File: src/rtl/fifo_sync_ext.sv
// rtl/fifo_sync_ext.sv - single-clock FIFO with arbitrary depth, level, programmable flags and flush
module fifo_sync_ext #(
  parameter int DATA_WIDTH = 8,
  parameter int DEPTH      = 16,
  parameter int AF_THRESH  = DEPTH - 2,
  parameter int AE_THRESH  = 2,
  parameter int SHOW_AHEAD = 1,
  localparam int PTR_W     = (DEPTH > 1) ? $clog2(DEPTH) : 1,
  localparam int LVL_W     = $clog2(DEPTH + 1)
) (
  input  logic                  clk,
  input  logic                  reset,
  input  logic                  flush,
  input  logic                  wr_en,
  input  logic [DATA_WIDTH-1:0] data_in,
  input  logic                  rd_en,
  output logic [DATA_WIDTH-1:0] data_out,
  output logic                  rd_valid,
  output logic                  empty,
  output logic                  full,
  output logic                  almost_empty,
  output logic                  almost_full,
  output logic [LVL_W-1:0]      level,
  output logic                  overflow,
  output logic                  underflow
);

  logic [DATA_WIDTH-1:0] mem [DEPTH];
  logic [PTR_W-1:0]      wr_ptr;
  logic [PTR_W-1:0]      rd_ptr;
  logic                  rd_acc;
  logic                  wr_acc;
  logic                  clear;

  assign clear        = !reset || flush;
  assign empty        = (level == '0);
  assign full         = (level == LVL_W'(DEPTH));
  assign almost_empty = (level <= LVL_W'(AE_THRESH));
  assign almost_full  = (level >= LVL_W'(AF_THRESH));

  // A full FIFO can still take a write when the same cycle frees a slot.
  assign rd_acc = rd_en && !empty;
  assign wr_acc = wr_en && (!full || rd_acc);

  always_ff @(posedge clk) begin
    if (!clear && wr_acc) begin
      mem[wr_ptr] <= data_in;
    end
  end

  always_ff @(posedge clk) begin
    if (clear) begin
      wr_ptr    <= '0;
      rd_ptr    <= '0;
      level     <= '0;
      overflow  <= 1'b0;
      underflow <= 1'b0;
    end else begin
      // Depth need not be a power of two, so wrap on an explicit compare.
      if (wr_acc) begin
        wr_ptr <= (wr_ptr == PTR_W'(DEPTH - 1)) ? '0 : wr_ptr + PTR_W'(1);
      end
      if (rd_acc) begin
        rd_ptr <= (rd_ptr == PTR_W'(DEPTH - 1)) ? '0 : rd_ptr + PTR_W'(1);
      end
      case ({wr_acc, rd_acc})
        2'b10:   level <= level + LVL_W'(1);
        2'b01:   level <= level - LVL_W'(1);
        default: level <= level;
      endcase
      if (wr_en && !wr_acc) begin
        overflow <= 1'b1;
      end
      if (rd_en && empty) begin
        underflow <= 1'b1;
      end
    end
  end

  generate
    if (SHOW_AHEAD != 0) begin : g_show_ahead
      assign data_out = mem[rd_ptr];
      assign rd_valid = !empty;
    end else begin : g_registered
      logic [DATA_WIDTH-1:0] data_q;
      logic                  valid_q;

      always_ff @(posedge clk) begin
        if (clear) begin
          data_q  <= '0;
          valid_q <= 1'b0;
        end else begin
          valid_q <= rd_acc;
          if (rd_acc) begin
            data_q <= mem[rd_ptr];
          end
        end
      end

      assign data_out = data_q;
      assign rd_valid = valid_q;
    end
  endgenerate

endmodule

File: config.mk
export PLATFORM = sky130hd
export DESIGN_NAME = fifo_sync_ext
export DESIGN_NICKNAME = d
export VERILOG_FILES = /design/src/rtl/fifo_sync_ext.sv
export SDC_FILE = /design/constraint.sdc
export NUM_CORES = 1
export LEC_CHECK = 0
export CORE_MARGIN = 10
export CORE_UTILIZATION = 52
export CTS_BUF_LIST = sky130_fd_sc_hd__clkbuf_16
export DETAILED_ROUTE_END_ITERATION = 8
export GPL_TIMING_DRIVEN = 0
export PLACE_DENSITY = 0.71
export REMOVE_ABC_BUFFERS = 1
export SLEW_MARGIN = 5
export SYNTH_ARGS = -nofsm -noshare
export SYNTH_HDL_FRONTEND = slang
export SYNTH_SLANG_ARGS = --single-unit
File: constraint.sdc
create_clock -name clk -period 3 [get_ports clk]
set_input_delay 0.6 -clock clk [delete_from_list [all_inputs] [get_ports clk]]
set_output_delay 0.6 -clock clk [all_outputs]
set_load 0.02 [all_outputs]
==> results.ini <==
[floorplanning]
fp-row-count = 39
start_util = 0.529
die_h_um = 128
die_x_um = 128
ioPinCount = 33
coreArea_mm2 = 0.0114
dieArea_mm2 = 0.0163

[worst_setup_path]
critPathKind = flip-flop to output port
path_buf_inv = 2
critPathMaxFanout = 20
cpLargestDelayFamily = buffers and inverters
cp_cell_sequence = buf_12, mux4_2, a22oi_1, nand2_1, dlygate4sd2_1
worstSetupStartpointType = flip-flop
critical_path_required_ns = 2.40
max_stage_delay_ns = 0.53
critPathCaptureType = output port
worst_path_max_delay_cell = mux4_2
critical_path_arrival_ns = 2.30

[sta]
rsz0062_at_grt = false
hold_viol = 0
max_slew_margin = 0.278
final_max_slew_viol_count = 0
final.period_utilization = 0.967
max_freq_mhz = 345
fin_crit_ns = 2.90
fin_skew_ns = 0.00916
fin_tns_setup_ns = 0
hold_ws_ns = 0.471
setup_viol = 0
worstMarginPinSlew_ns = 1.08

[logic_synthesis]
ys.flop_type = edfxtp_1
synthesis.area_mm2 = 0.00604
ys_seq_area_frac = 0.700
avgSynthCellArea_um2 = 17.3
synthDistinctLibCells = 50
synth_edf_count = 128
synth.top_cells.by_area = edfxtp_1 (64%), mux4_2 (12%), dfxtp_1 (6.3%)
yosys.area.top_type = edfxtp_1
ys_warn_count = 0
async_flop_share = 0
postSynthCellCount = 350
synth_top_area_share = 0.637
ys_ff_latch = 147

[global_route]
grt_use_total = 0.161
grt_pass1_wl_mm = 19.9
grt_overflow = 0
grt_antenna_before_repair = 0
first_global_vias = 3477
grt_start_max_net_pins = 33

[placed_design]
gp_congestion = 0.804
hpwl_mm = 7.89
dpl-instance-area_mm2 = 0.00655
portBuffers = 32

[clocking]
cts_buffers = 17
clk_pin_slew_ns = 0.06
cts_buffer_depth = 2
worstSkewPairLatency_ns = 0.42
htreeDepth = 4
cts_tree = yes
cts_sinks = 147
cts_root_buf = clkbuf_16

[cells_and_area]
final_area_mm2 = 0.00723
nFillCells = 779
final_util = 0.633
drive_gt1_frac = 0.248
area_delta_synth_final_pct = 19.7
fin_nets = 413
antennaDiodeCount = 0

[power]
finalPower_mw = 4.68
ir_drop_v = 0.000467
power.share.switching = 0.210
p_int_mw = 3.70
cellLeakagePower_nw = 2.36
pwr-share-seq = 0.479
pwr-share-clk = 0.472
power.switching_mw = 0.984
p_per_area_mw_per_mm2 = 648
p_comb_frac = 0.049

[route]
drt-pass1-iter-count = 4
wl_per_cell_um = 22.7
route.final.wire_length_mm = 12.4
vias_per_cell = 6.03
ant_nets = 0
drtIter0Drc = 314
drcViolationCount = 0
vias = 3301

[run_status]
status = complete, no violations

[flow_run]
drv_cap = 0

[worst_hold_path]
holdCritPathClass = flip-flop to flip-flop

power groups by stage:
| stage | clock, mW | sequential, mW | combinational [mW] |
|---|---|---|---|
| global route | 2.33 | 2.24 | 0.250 |
| finish | 2.21 | 2.24 | 0.230 |
| floorplan | 0 | 2.30 | 0.117 |
| detailed placement | 0 | 2.29 | 0.229 |
| global placement | 0 | 2.30 | 0.213 |
| CTS | 2.23 | 2.24 | 0.233 |
routing by layer:
layer	vias to the layer above	part of all wire	GRT usage
met4	0	0.0070	0.0490
met1	1675	0.42	0.206
met3	10	0.072	0.0513
met2	123	0.50	0.256
met5	-	0	0
li1	1493	-	-
synthesized netlist by cell type, drive strengths merged (8+ instances only):
library cell,n
clkbuf,10
edfxtp,128
ha,8
inv,8
a22oi,16
dfxtp,19
buf,8
nor2,24
a21oi,8
mux4,32
nand2,17
path summary, 6_finish.rpt:
kind	startpoint	end	slack (ns)	cells past startpoint
hold reg to reg	overflow	overflow	0.47	2
hold / removal	overflow	overflow	0.47	2
setup reg to reg	level[0]	level[4]	0.24	8
setup / recovery	flip-flop	data_out[3]	0.10	5
cell families (layout without fill, tap and decap cells):
family | Yosys count | after routing | synth area share
DFF | 147 | 147 | 0.700
and+or+nand+nor | 81 | 81 | 0.0686
AOI/OAI and AO/OA | 48 | 48 | 0.0603
muxes | 36 | 36 | 0.126
buffers and inverters | 26 | 80 | 0.0211
adders and majority gates | 9 | 9 | 0.0199
xor gates and xnor gates | 3 | 3 | 0.00435
per-stage QoR:
| stage | cells | worst slack, ns |
|---|---|---|
| 2_1_floorplan | 332 | -0.0313 |
| 3_3_place_gp | 507 | -1.22 |
| 3_5_place_dp | 513 | -0.399 |
| 4_1_cts | 547 | 0.0264 |
| 5_1_grt | 547 | 0.0124 |
| 6_report | 547 | 0.100 |
flip-flops by register name, summed over array words and instances (netlist names), named ones only:
name,flops
mem,128
wr_ptr,4
underflow,1
overflow,1
rd_ptr,4
level,5
cell usage in the layout, fill, tap and decap left out, drive strengths merged, types with 8 or more instances in the layout:
cell type	count
a21oi	8
ha	8
dlygate4sd2	8
clkbuf	23
buf	8
nand2	17
clkdlybuf4s50	23
inv	15
nor2	24
mux4	32
dfxtp	19
edfxtp	128
a22oi	16
cell type report:
cell class	instances	area, um2	share of cell area
flip-flops and latches	147	4230	0.586
inverters	8	30.0	0.00416
multi-input cells	177	1750	0.243
clock inverters	9	68.8	0.00952
well taps	143	179	0.0248
clock buffers	23	576	0.0796
repair buffers	40	389	0.0538
worst reg2reg max path, cell delays in order, from the launching register on:
cell and delay [ns]:
dfxtp_1 0.37, or4_4 0.68, o21ai_4 0.25, inv_2 0.11
ha_1 0.34, nand2b_1 0.10, a21o_1 0.17, a2111o_1 0.35
a211o_1 0.26
timing repair:
item,in CTS,in global routing
cloned,0,0
endpoints found under the hold margin,0,0
hold buffers,0,0
buffers inserted,2,0
gates resized for setup,13,5
endpoints found under the setup margin,8,27
Note: power is estimated with default switching activity, not from simulation.
